--- config.mk ---
export PLATFORM = sky130hd
export DESIGN_NAME = div_iter
export DESIGN_NICKNAME = d
export VERILOG_FILES = /design/src/rtl/div_iter_pkg.sv /design/src/rtl/div_restore_step.sv /design/src/rtl/div_iter.sv
export SDC_FILE = /design/constraint.sdc
export NUM_CORES = 1
export LEC_CHECK = 0
export CAP_MARGIN = 20
export CORE_ASPECT_RATIO = 0.6
export CORE_MARGIN = 8
export CORE_UTILIZATION = 55
export CTS_CLUSTER_SIZE = 25
export DETAILED_ROUTE_END_ITERATION = 6
export PLACE_DENSITY = 0.79
export SLEW_MARGIN = 20
export SYNTH_ARGS = -nofsm -noshare
export SYNTH_HDL_FRONTEND = slang
export SYNTH_SLANG_ARGS = --single-unit
--- constraint.sdc ---
create_clock -name clk -period 6.53 [get_ports clk]
set_clock_uncertainty 0.05 [all_clocks]
set_input_delay 1.306 -clock clk [delete_from_list [all_inputs] [get_ports clk]]
set_output_delay 1.306 -clock clk [all_outputs]
set_load 0.05 [all_outputs]
--- src/rtl/div_iter_pkg.sv ---
// rtl/div_iter_pkg.sv - shared widths, op fields, FSM states and word-extension helpers for div_iter
package div_iter_pkg;

  localparam int XLEN         = 64;
  localparam int WLEN         = 32;
  localparam int DIV_OP_WIDTH = 3;
  localparam int DIV_SIGNED   = 0;
  localparam int DIV_REM      = 1;
  localparam int DIV_WORD     = 2;
  localparam int DIV_CNT_W    = 7;

  localparam logic [DIV_CNT_W-1:0] DIV_CNT_FULL_LAST = DIV_CNT_W'(XLEN - 1);
  localparam logic [DIV_CNT_W-1:0] DIV_CNT_WORD_LAST = DIV_CNT_W'(WLEN - 1);

  typedef enum logic [1:0] {
    DIV_IDLE = 2'd0,
    DIV_CALC = 2'd1,
    DIV_DONE = 2'd2
  } div_state_e;

  typedef struct packed {
    logic is_word;
    logic is_rem;
    logic is_signed;
  } div_op_t;

  function automatic logic [XLEN-1:0] sext_word(input logic [WLEN-1:0] v);
    return {{(XLEN-WLEN){v[WLEN-1]}}, v};
  endfunction

  function automatic logic [XLEN-1:0] zext_word(input logic [WLEN-1:0] v);
    return {{(XLEN-WLEN){1'b0}}, v};
  endfunction

endpackage

--- src/rtl/div_restore_step.sv ---
// rtl/div_restore_step.sv - one combinational restoring-division step: trial subtract and quotient bit
module div_restore_step #(
  parameter int W = 64
) (
  input  logic [W:0]   i_part,
  input  logic [W-1:0] i_div,
  output logic [W-1:0] o_rem,
  output logic         o_qbit
);

  logic [W:0] w_sub;

  // A set top bit means the partial remainder already exceeds any W-bit divisor.
  assign w_sub  = {1'b0, i_part[W-1:0]} - {1'b0, i_div};
  assign o_qbit = i_part[W] | ~w_sub[W];
  assign o_rem  = o_qbit ? w_sub[W-1:0] : i_part[W-1:0];

endmodule

--- src/rtl/div_iter.sv ---
// rtl/div_iter.sv - multi-cycle radix-2 restoring divider for div/divu/rem/remu and word forms
module div_iter
  import div_iter_pkg::*;
(
  input  logic                    clk,
  input  logic                    rst,
  input  logic                    flush,
  input  logic                    in_valid,
  output logic                    in_ready,
  input  logic [DIV_OP_WIDTH-1:0] in_op,
  input  logic [XLEN-1:0]         in_src1,
  input  logic [XLEN-1:0]         in_src2,
  output logic                    out_valid,
  input  logic                    out_ready,
  output logic [XLEN-1:0]         out_result
);

  div_state_e           r_state;
  div_state_e           w_next;
  logic                 r_is_word;
  logic                 r_is_rem;
  logic                 r_q_neg;
  logic                 r_r_neg;
  logic [XLEN-1:0]      r_rem;
  logic [XLEN-1:0]      r_quo;
  logic [XLEN-1:0]      r_div;
  logic [XLEN-1:0]      r_result;
  logic [DIV_CNT_W-1:0] r_cnt;

  div_op_t         w_op;
  logic            w_accept;
  logic            w_s1;
  logic            w_s2;
  logic            w_div_zero;
  logic            w_ovf;
  logic            w_special;
  logic            w_last;
  logic            w_qbit;
  logic [XLEN-1:0] w_a;
  logic [XLEN-1:0] w_b;
  logic [XLEN-1:0] w_a_res;
  logic [XLEN-1:0] w_mag_a;
  logic [XLEN-1:0] w_mag_b;
  logic [XLEN-1:0] w_spec_res;
  logic [XLEN-1:0] w_step_rem;
  logic [XLEN-1:0] w_q_fin;
  logic [XLEN-1:0] w_q_sgn;
  logic [XLEN-1:0] w_r_sgn;
  logic [XLEN-1:0] w_calc_pre;
  logic [XLEN-1:0] w_calc_res;

  assign w_op     = div_op_t'(in_op);
  assign w_accept = in_valid & in_ready & ~flush;

  always_comb begin
    w_a     = in_src1;
    w_b     = in_src2;
    w_a_res = in_src1;
    if (w_op.is_word) begin
      w_a     = w_op.is_signed ? sext_word(in_src1[WLEN-1:0]) : zext_word(in_src1[WLEN-1:0]);
      w_b     = w_op.is_signed ? sext_word(in_src2[WLEN-1:0]) : zext_word(in_src2[WLEN-1:0]);
      w_a_res = sext_word(in_src1[WLEN-1:0]);
    end
  end

  assign w_s1    = w_op.is_signed & w_a[XLEN-1];
  assign w_s2    = w_op.is_signed & w_b[XLEN-1];
  assign w_mag_a = w_s1 ? -w_a : w_a;
  assign w_mag_b = w_s2 ? -w_b : w_b;

  // Zero/all-ones tests on the extended operands cover both widths.
  assign w_div_zero = (w_b == '0);
  assign w_ovf      = w_op.is_signed & (w_b == '1) &
                      (w_a == (w_op.is_word ? sext_word({1'b1, {(WLEN-1){1'b0}}})
                                            : {1'b1, {(XLEN-1){1'b0}}}));
  assign w_special  = w_div_zero | w_ovf;

  always_comb begin
    w_spec_res = '0;
    if (w_div_zero) begin
      w_spec_res = w_op.is_rem ? w_a_res : '1;
    end else if (!w_op.is_rem) begin
      w_spec_res = w_a_res;
    end
  end

  div_restore_step #(.W(XLEN)) u_step (
    .i_part (({r_rem, r_quo[XLEN-1]})),
    .i_div  (r_div),
    .o_rem  (w_step_rem),
    .o_qbit (w_qbit)
  );

  assign w_last     = (r_cnt == (r_is_word ? DIV_CNT_WORD_LAST : DIV_CNT_FULL_LAST));
  assign w_q_fin    = {r_quo[XLEN-2:0], w_qbit};
  assign w_q_sgn    = r_q_neg ? -w_q_fin : w_q_fin;
  assign w_r_sgn    = r_r_neg ? -w_step_rem : w_step_rem;
  assign w_calc_pre = r_is_rem ? w_r_sgn : w_q_sgn;
  assign w_calc_res = r_is_word ? sext_word(w_calc_pre[WLEN-1:0]) : w_calc_pre;

  always_ff @(posedge clk) begin
    if (rst) begin
      r_state <= DIV_IDLE;
    end else begin
      r_state <= w_next;
    end
  end

  always_comb begin
    w_next = r_state;
    case (r_state)
      DIV_IDLE: if (w_accept) w_next = w_special ? DIV_DONE : DIV_CALC;
      DIV_CALC: if (w_last) w_next = DIV_DONE;
      DIV_DONE: if (out_ready) w_next = DIV_IDLE;
      default:  w_next = DIV_IDLE;
    endcase
    if (flush) begin
      w_next = DIV_IDLE;
    end
  end

  always_comb begin
    in_ready  = (r_state == DIV_IDLE);
    out_valid = (r_state == DIV_DONE);
  end

  assign out_result = r_result;

  // Word operands are pre-shifted to the top so the same MSB-first step serves both widths.
  always_ff @(posedge clk) begin
    if (rst) begin
      r_is_word <= 1'b0;
      r_is_rem  <= 1'b0;
      r_q_neg   <= 1'b0;
      r_r_neg   <= 1'b0;
      r_rem     <= '0;
      r_quo     <= '0;
      r_div     <= '0;
      r_result  <= '0;
      r_cnt     <= '0;
    end else if (w_accept) begin
      r_is_word <= w_op.is_word;
      r_is_rem  <= w_op.is_rem;
      r_q_neg   <= w_s1 ^ w_s2;
      r_r_neg   <= w_s1;
      r_rem     <= '0;
      r_quo     <= w_op.is_word ? {w_mag_a[WLEN-1:0], {(XLEN-WLEN){1'b0}}} : w_mag_a;
      r_div     <= w_mag_b;
      r_cnt     <= '0;
      if (w_special) begin
        r_result <= w_spec_res;
      end
    end else if (r_state == DIV_CALC) begin
      r_rem <= w_step_rem;
      r_quo <= w_q_fin;
      r_cnt <= r_cnt + DIV_CNT_W'(1);
      if (w_last) begin
        r_result <= w_calc_res;
      end
    end
  end

endmodule

# Word level (Yosys, flattened, before mapping)
# Index checks and enable logic that the tools add are counted.
[totals] ff_bits=269 in_bits=136 out_inout_bits=66 word_cells=73
[classes] n_addsub=6 eq_ne=9 muxes=29 bitwise_logic=11 n_reduce_logical=8
[ops] op="64-bit 2-to-1 mux" n=22
[ops] op="64-bit negation" n=4
[ops] op="64-bit by 64-bit subtractor with 65-bit output" n=1
[ops] op="64-bit equality test" n=1
[ops] op="64-bit equality test, second input constant" n=1
[ops] op="64-bit logical NOT" n=1
[ops] op="63-bit 2-to-1 mux" n=1
[ops] op="2-bit 2-to-1 mux" n=4
[ops] op="7-bit by 1-bit adder with 7-bit output, second input constant" n=1
[ops] op="7-bit by 6-bit equality test with 1-bit output" n=1
[ops] op="1-bit AND" n=6
[ops] op="6-bit 2-to-1 mux" n=1
[ops] op="2-bit by 1-bit inequality test with 1-bit output, second input constant" n=3
[ops] op="2-bit case mux with 3 select lines" n=1
[ops] op="3-bit AND reduction" n=2
[ops] op="2-bit nonzero test" n=2
[ops] op="2-bit OR reduction" n=2
[ops] op="2-bit by 1-bit equality test with 1-bit output, second input constant" n=1
[ops] op="2-bit equality test, second input constant" n=1
[ops] op="2-bit logical NOT" n=1
[ops] op="2-bit inequality test, second input constant" n=1
[ops] op="1-bit NOT" n=2
[ops] op="1-bit bitwise OR" n=2
[ops] op="1-bit bitwise XOR" n=1

# Logic depth before layout (Yosys ltp)
# Gate-level depths: netlist of the first run.
[logic_depth] depth_word=11 ltp_mapped=29 ltp_nobuf=24

# By module
# A second synthesis of the first run with hierarchy kept.
[hier_totals] cells_unflattened=3310 hier_area_um2=23243.5
[modules_own_cells] mod="div_iter" instances=1 cells_each=2525 area_each_um2=18502.7 seq_area_each_um2=5385.2
[modules_own_cells] mod="div_restore_step" instances=1 cells_each=785 area_each_um2=4740.8 seq_area_each_um2=0.0

# Worst setup path after synthesis of the first run
# No wires, ideal clock.
[synth_timing] path_type="register -> register" from="register r_quo[63]" to="register r_result[62] (netlist: out_result[62])" setup_ps=70 t_arrival_ps=6525 required_time_ps=6410 setup_slack_ps=-115 stages_incl_launch_ff=29 n_path_buf=5 period_less_slack_ps=6645 path_cell_list="dfxtp_1 -> inv_1 -> ha_1 -> fa_1 -> nand2b_1 -> a21oi_2 -> o31a_1 -> o211a_1 -> o31a_1 -> o21ai_2 -> nand2_1 -> buf_2 -> buf_2 -> buf_2 -> buf_2 -> buf_1 -> a21oi_1 -> inv_1 -> ha_1 -> inv_1 -> nor4_1 -> nor4bb_1 -> o211ai_1 -> o211a_1 -> nor3b_1 -> nand4_1 -> o31a_1 -> a2111o_1 -> o2bb2ai_1"
[synth_between] elab_chain_len=11 elab_cells_between_ends=13 classes_between="add/sub (3); mux (8); bitwise (2)"
[synth_rtl] element="start, declared" line_no="div_iter.sv:25" rtl="logic [XLEN-1:0] r_quo;"
[synth_rtl] element="start signal, assigned" line_no="div_iter.sv:147" rtl="r_quo <= w_op.is_word ? {w_mag_a[WLEN-1:0], {(XLEN-WLEN){1'b0}}} : w_mag_a;"
[synth_rtl] element="start signal, assigned" line_no="div_iter.sv:155" rtl="r_quo <= w_q_fin;"
[synth_rtl] element="64-bit by 64-bit subtractor with 65-bit output" line_no="div_restore_step.sv:14" rtl="assign w_sub = {1'b0, i_part[W-1:0]} - {1'b0, i_div};"
[synth_rtl] element="1-bit NOT" line_no="div_restore_step.sv:15" rtl="assign o_qbit = i_part[W] | ~w_sub[W];"
[synth_rtl] element="1-bit bitwise OR" line_no="div_restore_step.sv:15"
[synth_rtl] element="64-bit 2-to-1 mux" line_no="div_restore_step.sv:16" rtl="assign o_rem = o_qbit ? w_sub[W-1:0] : i_part[W-1:0];"
[synth_rtl] element="64-bit negation" line_no="div_iter.sv:97" rtl="assign w_r_sgn = r_r_neg ? -w_step_rem : w_step_rem;"
[synth_rtl] element="64-bit 2-to-1 mux" line_no="div_iter.sv:97"
[synth_rtl] element="64-bit 2-to-1 mux *" line_no="div_iter.sv:98" rtl="assign w_calc_pre = r_is_rem ? w_r_sgn : w_q_sgn;"
[synth_rtl] element="64-bit 2-to-1 mux *" line_no="div_iter.sv:99" rtl="assign w_calc_res = r_is_word ? sext_word(w_calc_pre[WLEN-1:0]) : w_calc_pre;"
[synth_rtl] element="64-bit 2-to-1 mux *" line_no="div_iter.sv:157" rtl="if (w_last) begin"
[synth_rtl] element="64-bit 2-to-1 mux *" line_no="div_iter.sv:153" rtl="end else if (r_state == DIV_CALC) begin"
[synth_rtl] element="64-bit 2-to-1 mux *" line_no="div_iter.sv:141" rtl="end else if (w_accept) begin"
[synth_rtl] element="end signal, assigned" line_no="div_iter.sv:151" rtl="r_result <= w_spec_res;"
[synth_rtl] element="end signal, assigned" line_no="div_iter.sv:158" rtl="r_result <= w_calc_res;"
[synth_rtl] element="end, declared" line_no="div_iter.sv:27" rtl="logic [XLEN-1:0] r_result;"
# Every way passes the cells marked *; elsewhere a longest branch is shown, timed or not. The select of a mux whose other input is x is not followed.
# A chain may end at the register's enable or synchronous reset.

# Final worst setup path of the first run
[layout_timing] from="register r_div[27]" to="register r_result[58] (netlist: out_result[58])"
[layout_between] elab_chain_len=11 elab_cells_between_ends=13 classes_between="add/sub (3); mux (8); bitwise (2)"
[layout_rtl] element="start, declared" line_no="div_iter.sv:26" rtl="logic [XLEN-1:0] r_div;"
[layout_rtl] element="start signal, assigned" line_no="div_iter.sv:148" rtl="r_div <= w_mag_b;"
[layout_rtl] element="64-bit by 64-bit subtractor with 65-bit output *" line_no="div_restore_step.sv:14"
[layout_rtl] element="1-bit NOT" line_no="div_restore_step.sv:15"
[layout_rtl] element="1-bit bitwise OR" line_no="div_restore_step.sv:15"
[layout_rtl] element="64-bit 2-to-1 mux" line_no="div_restore_step.sv:16"
[layout_rtl] element="64-bit negation" line_no="div_iter.sv:97"
[layout_rtl] element="64-bit 2-to-1 mux" line_no="div_iter.sv:97"
[layout_rtl] element="64-bit 2-to-1 mux *" line_no="div_iter.sv:98"
[layout_rtl] element="64-bit 2-to-1 mux *" line_no="div_iter.sv:99"
[layout_rtl] element="64-bit 2-to-1 mux *" line_no="div_iter.sv:157"
[layout_rtl] element="64-bit 2-to-1 mux *" line_no="div_iter.sv:153"
[layout_rtl] element="64-bit 2-to-1 mux *" line_no="div_iter.sv:141"
# Marked as above.

==> results.txt, run 1 <==
----------------------------------------------------
[Status]
  Status ... complete, but fails checks
  Violated checks ... design-rule violations

[Global routing]
  Initial antenna violation count ... 8
  Largest net degree at the start of global routing ... 143
  Overflow after GRT ... 0
  Wire length of the first global-routing pass ... 172 mm
  Total Routing Usage GR ... 41.0%
  Via count of the first global-routing pass ... between 20k and 30k

[Power]
  Peak VDD IR ... ~0.20 mV
  Pleak ... a little over 10 nW
  Overall power after layout ... 7.33 mW
  Cell area power density ... between 200 and 300 nW/um2

[Logic synthesis]
  Avg Synthesized Cell Area ... ~6.9 um2
  Post-Syn Area ... 25400 um2
  Fraction of registers with async set/reset ... 0%
  Post-Syn Nets ... 3870
  Number of enable-type register cells in the synthesized netlist ... 0
  Yosys synthesis warning count ... 0
  Synthesized flop and latch total ... 269
  Sequential share of the synthesized area ... 21.2%
  Most used flip-flop cell after synthesis ... dfxtp_1
  Synth unique cells ... 93
  Gate Count Post-Synth ... 3663

[Placement]
  Count of input and output buffers ... 201
  Estimated wirelength of the detail-placed design ... around 92 mm
  Global placement routability congestion ... 1.08

[STA]
  Upper clock frequency limit ... 163 MHz
  Part of the cycle the worst path needs ... 93.8%
  Final hold violations ... 0
  Sum Neg Setup Slack ... 0 ns
  Final min period ... 6.12 ns
  Final setup violating endpoints ... 0
  Setup repair after global routing missed its margin ... no
  Max-slew violation count ... 0
  Actual slew at the worst max-slew pin ... 1.12 ns
  Headroom to the max-slew limit ... 25.4%

[CTS]
  Number of CTS-inserted buffers ... 29
  Root buf cell ... clkbuf_16
  Clock sink total ... 269
  Clock Tree Buf Depth ... 3
  Clock Latency Late Sink ... 0.60 ns
  Clock transition at the registers of the reported paths ... 0.07 ns
  CTS tree ... built
  Hold buffer count at CTS ... 0
  Deepest level of the CTS H-tree ... 1

[Floorplanning]
  Chip width ... 294 um
  CORE AREA ... 45900 um2
  Number of standard-cell rows in the floorplan ... 61
  Initial standard-cell utilization of the core ... between 50% and 60%
  Die H ... 183 um
  I/O Pins ... just over 200
  Overall die area ... 53600 um2

[Cells and area]
  Growth of design area from synthesis to finish ... 13.6%
  Fraction of layout instances using a drive strength above 1 ... 5.45%
  Most frequent cells in the layout ... nor2_1, nand2_1, a21oi_1
  Commonest non-fill, non-tap cell in the layout ... nor2_1
  Net total in the final layout ... 3913

[Routing]
  Average wire per cell in the routed design ... 26.8 um
  Total number of vias ... approximately 30k
  Initial DRC Count ... 5402
  Via density per instance ... 6.96
  DRC errors left ... 14
  Detailed Route WL ... 117 mm
  Number of antenna-violating nets in the routed design ... 0
  Number of iterations in the first detailed-routing pass ... 7

[Worst setup path]
  Critical setup path kind ... reg -> reg
  Worst reg2reg path startpoint ... r_div[27]
  Element type at the critical path end ... flop
  Reg-to-reg slack, setup ... 0.41 ns
  Data required time of the critical path ... between 6 and 7 ns
  Reg2Reg Capture Point ... out_result[58]
  Critical path data arrival time ... 6.58 ns
  Reg2Reg Depth ... 22
  Setup crit start kind ... flop
  Largest fanout on the critical path ... 17

[Run]
  Number of max-cap violations ... 0

[Hold path]
  Hold Crit Endpoint ... r_div[34]
  Hold-critical path depth ... 2
  Min-delay worst type ... reg -> reg
  Source of the worst hold timing path ... r_div[34]

----------------------------------------------------
worst max-delay path by stage:
| stage | from | slack (ns) | cells past startpoint | to |
|---|---|---|---|---|
| detailed placement | in_src1[18] | 0.23 | 13 | r_quo[63] |
| floorplan | r_div[57] | 0.14 | 26 | out_result[58] |
| global route | r_div[27] | 0.06 | 22 | out_result[58] |
| global placement | in_src1[18] | 0.23 | 13 | r_quo[63] |
| finish | r_div[27] | 0.41 | 22 | out_result[58] |
| CTS | r_div[32] | 0.43 | 22 | out_result[62] |
Yosys cell counts, types with 19 or more instances:
library cell  count  share of area [%]
a211oi_1        161                4.8
a21o_1           30               0.89
a21oi_1         364                7.2
a311oi_1         50                1.7
a31oi_1          39               0.96
and2_1           23               0.57
and3_1           23               0.57
buf_1            31               0.46
buf_2            31               0.61
clkbuf_1        196                2.9
dfxtp_1         269                 21
ha_1             70                3.4
inv_1           106                1.6
maj3_1           47                1.9
mux2i_1          65                2.6
nand2_1         396                5.8
nand3_1          47               0.93
nand4_1          65                1.6
nor2_1          488                7.2
nor3_1          115                2.3
nor4_1           56                1.4
o211ai_1         66                1.9
o21a_1           30               0.89
o21ai_0         192                3.8
o31ai_1          52                1.5
o41ai_1          24               0.83
or2_2            19               0.47
or3_1            41                1.0
or4_1            24               0.71
xnor2_1         118                4.1
xor2_1          110                3.8
state kept, by name, summed over array words and instances, names as in the netlist:
| signal | cells |
|---|---|
| r_quo | 64 |
| r_r_neg | 1 |
| r_is_word | 1 |
| r_rem | 64 |
| out_result | 64 |
| r_state | 2 |
| r_cnt | 7 |
| r_q_neg | 1 |
| r_is_rem | 1 |
| r_div | 64 |
cell type report:
cell class	instances	area, um2
Tap cell	630	788
Timing Repair Buffer	274	2590
Fill cell	4366	17100
Clock inverter	18	272
Sequential cell	269	5390
Clock buffer	34	764
Antenna cell	3	7.51
Inverter	109	409
Multi-Input combinational cell	3023	18700
per-layer routing:
metal / global-route usage (%) / part of all wire (%)
met2: 51.9 / 36
met3: 20.7 / 19
met4: 8.74 / 2.7
met5: 0.281 / 0.041
met1: 60.0 / 42
report_power, final:
group,total [mW],switching (mW),internal [mW]
clock network,1.89,0.804,1.08
logic,3.64,2.48,1.16
registers,1.81,0.0954,1.71
total,7.33,3.38,3.95
through the flow:
stage	cells	hold slack, ns	util [%]	cell area, um2	setup slack [ns]
floorplan	3663	0.382	-	25400	0.145
global placement	4305	0.388	60.5	27800	0.228
detailed placement	4305	0.395	60.5	27800	0.233
CTS	4357	0.404	62.8	28900	0.433
global route	4357	0.420	62.8	28900	0.0616
finish	4360	0.403	62.9	28900	0.408
cells by family (layout without fill, tap and decap cells):
logic type	Yosys count	count (layout)	synth area share (%)
flip-flops	269	269	21.2
XOR/XNOR	228	228	7.86
other	0	3	0
AO/OA/AOI/OAI	1210	1210	31.3
AND/OR/NAND/NOR	1384	1384	25.3
adder cells (fa/ha/maj)	118	118	5.37
buffers and inverters	371	435	5.68
multiplexers	83	83	3.36
critical path, stage by stage (launching register included):
cell,delay (ns)
dfxtp_1,0.33
inv_1,0.12
ha_1,0.44
a21oi_1,0.23
o21a_1,0.29
o21ai_0,0.18
o21a_1,0.26
o31a_1,0.35
o21ai_2,0.20
nand2_4,0.21
inv_2,0.12
ha_1,0.17
nand2b_1,0.15
or2_0,0.34
or2_1,0.29
or3_1,0.47
or4_4,0.56
or2_4,0.27
nand2_1,0.08
xor2_1,0.08
a2111oi_1,0.57
nand2_1,0.11
o211ai_1,0.16
repair_timing:
action,4_1_cts,5_1_grt
setup buffers,0,0
gates resized for setup,0,3
endpoints found under the setup margin,0,6
No activity file was read; power rests on OpenSTA's default activity.
==> run 2: changes to the inputs <==
--- a/config.mk
+++ b/config.mk
@@ -8,10 +8,10 @@
 export CAP_MARGIN = 20
 export CORE_ASPECT_RATIO = 0.6
 export CORE_MARGIN = 8
-export CORE_UTILIZATION = 55
+export CORE_UTILIZATION = 40
+export CTS_BUF_LIST = sky130_fd_sc_hd__clkbuf_4 sky130_fd_sc_hd__clkbuf_8
 export CTS_CLUSTER_SIZE = 25
 export DETAILED_ROUTE_END_ITERATION = 6
-export PLACE_DENSITY = 0.79
 export SLEW_MARGIN = 20
 export SYNTH_ARGS = -nofsm -noshare
 export SYNTH_HDL_FRONTEND = slang
==> run 2 against run 1 <==
Compared with the run above:
- the run now ends clean
- first-iteration DRC count down 13%
- non-clock buffer count is 7 higher
- routed wire length grew 4.0%
- worst setup slack got worse by 0.11 ns
- design area up 1.0%
- flip-flop and latch count is the same
- fmax shrank 1.7%
- clock power fell by 3%
- combinational power hardly changed
- total power down 0.97%
- final cell count is 5.8% higher
- via count decreased by 1.2%
==> results.txt, run 2 (synthesized netlist as in run 1, its figures left out) <==
----------------------------------------------------
[Floorplanning]
  Initial standard-cell utilization of the core ... approximately two fifths
  Chip width ... about 340 um
  CORE AREA ... 62700 um2
  Die H ... 211 um
  Number of standard-cell rows in the floorplan ... between 70 and 80
  Overall die area ... 72100 um2
  I/O Pins ... 202

[Placement]
  Count of input and output buffers ... 201
  Global placement routability congestion ... approximately 1.0
  Setup WS pre-CTS ... 0.0889 ns
  Estimated wirelength of the detail-placed design ... ~95 mm

[Cells and area]
  Most frequent cells in the layout ... nor2_1, nand2_1, a21oi_1
  Growth of design area from synthesis to finish ... 14.8%
  Net total in the final layout ... between 3k and 4k
  Fraction of layout instances using a drive strength above 1 ... under 10%
  Commonest non-fill, non-tap cell in the layout ... nor2_1
  Filler Cell Count ... ~6.5k

[STA]
  Final setup violating endpoints ... 0
  Final hold violations ... 0
  Worst hold slack ... approximately 0.40 ns
  Smallest setup slack after layout ... around 0.30 ns
  Upper clock frequency limit ... 161 MHz
  Headroom to the max-slew limit ... 29.2%
  Actual slew at the worst max-slew pin ... 1.06 ns
  Setup repair after global routing missed its margin ... no
  Part of the cycle the worst path needs ... 95.4%
  Final min period ... around 6.2 ns
  Max-slew violation count ... 0
  Sum Neg Setup Slack ... 0 ns

[CTS]
  Clock transition at the registers of the reported paths ... 0.06 ns
  Hold buffer count at CTS ... 0
  Number of CTS-inserted buffers ... 48
  Clock Latency Late Sink ... 0.68 ns
  Clock sink total ... 269
  Clock Tree Buf Depth ... 3
  Deepest level of the CTS H-tree ... 2
  CTS tree ... built
  Root buf cell ... clkbuf_8

[Routing]
  Number of antenna-violating nets in the routed design ... 0
  Via density per instance ... approximately 6.5
  Detailed Route WL ... 121 mm
  Total number of vias ... around 30k
  DRC errors left ... 0
  Initial DRC Count ... 4689
  Average wire per cell in the routed design ... 26.3 um
  Number of iterations in the first detailed-routing pass ... 7

[Hold path]
  Min-delay worst type ... reg -> reg

[Worst setup path]
  Setup crit start kind ... flop
  Element type at the critical path end ... flop
  CP delay by family, top ... simple AND/OR/NAND/NOR gates
  Buf+Inv Stages, Crit Path ... 3
  Largest fanout on the critical path ... 11
  Biggest cell delay along the critical path ... 0.54 ns
  Critical Path, Cell by Cell ... inv_1 -> ha_1 -> nand4_1 -> or2_2 -> nor4_1 -> o211a_1 -> o31a_1 -> o21ai_2 -> nand2_4 -> a21oi_1 -> inv_1 -> ha_1 -> inv_1 -> nor4_1 -> nor4bb_2 -> o211ai_1 -> o211a_1 -> nor3b_1 -> nand4_1 -> o31a_1 -> a2111o_1 -> o2bb2ai_1
  Critical path data arrival time ... about 6.7 ns
  Most frequent cell on the critical path ... inv_1
  Data required time of the critical path ... 7.04 ns
  Critical setup path kind ... reg -> reg
  Highest-delay cell along the critical path ... ha_1

[Global routing]
  Largest net degree at the start of global routing ... 88
  Overflow after GRT ... 0
  Total Routing Usage GR ... 31.7%
  Wire length of the first global-routing pass ... 178 mm
  Initial antenna violation count ... 8
  Via count of the first global-routing pass ... 26.4k

[Run]
  Number of max-cap violations ... 0

[Power]
  Pleak ... 10.3 nW
  Cell area power density ... 249 nW/um2
  Peak VDD IR ... 0.142 mV

[Status]
  Status ... completed

----------------------------------------------------
run 2: cell types whose count changed in the layout (fill, tap and decap cells not counted), sizes merged:
cell,before,now
buf,75,82
clkbuf,34,77
clkinvlp,5,0
clkinv,5,11
bufinv,6,1
inv,111,109
diode,3,1
run 2: final cells by class:
| type | instances | area (um2) | share of cell area, % |
|---|---|---|---|
| inverter | 109 | 409 | 1.40 |
| timing repair buffer | 281 | 2620 | 8.98 |
| clock buffer | 77 | 978 | 3.35 |
| sequential | 269 | 5390 | 18.5 |
| clock inverter | 12 | 88.8 | 0.304 |
| multi-input combinational | 3023 | 18600 | 63.9 |
| antenna | 1 | 2.50 | 0.00858 |
| tap | 839 | 1050 | 3.60 |
run 2: worst paths after layout:
check / slack, ns / cells after the start / end / startpoint
max: 0.30 / 22 / out_result[62] / r_div[31]
min: 0.40 / 2 / r_div[36] / r_div[36]
max reg2reg: 0.30 / 22 / out_result[62] / r_div[31]
min reg2reg: 0.40 / 2 / r_div[36] / r_div[36]
run 2: repair_timing:
| action | 4_1_cts | 5_1_grt |
|---|---|---|
| endpoints found under the setup margin | 0 | 1 |
| buffers inserted | 0 | 0 |
| gates resized for setup | 0 | 1 |
run 2: where the power goes:
group,internal (mW),switching [mW],total (mW)
clock network,0.990,0.846,1.84
registers,1.71,0.0919,1.80
logic,1.15,2.47,3.62
total,3.85,3.41,7.26
run 2: per-layer routing:
| layer | global-route usage [%] | share of wire (%) | up-vias |
|---|---|---|---|
| met5 | 0 | 0.059 | - |
| met4 | 4.79 | 1.5 | 10 |
| met3 | 16.3 | 17 | 165 |
| met2 | 39.5 | 36 | 1942 |
| met1 | 47.3 | 45 | 14100 |
| li1 | - | - | 13700 |
run 2: worst min-delay path, delay by kind of cell, from the launching register on:
kind	cells	cell delay (ns)
and+or+nand+nor	1	0.05
DFF	1	0.31
AOI/OAI and AO/OA	1	0.05
run 2: stage by stage:
step / area, um2 / util (%) / cells / total power [mW]
4_1_cts: 29200 / 46.5 / 4610 / 7.10
5_1_grt: 29200 / 46.5 / 4610 / 7.56
2_1_floorplan: 25400 / - / 3663 / 4.08
6_report: 29200 / 46.5 / 4611 / 7.26
3_5_place_dp: 28100 / 44.8 / 4521 / 5.27
3_3_place_gp: 28100 / 44.8 / 4521 / 5.30
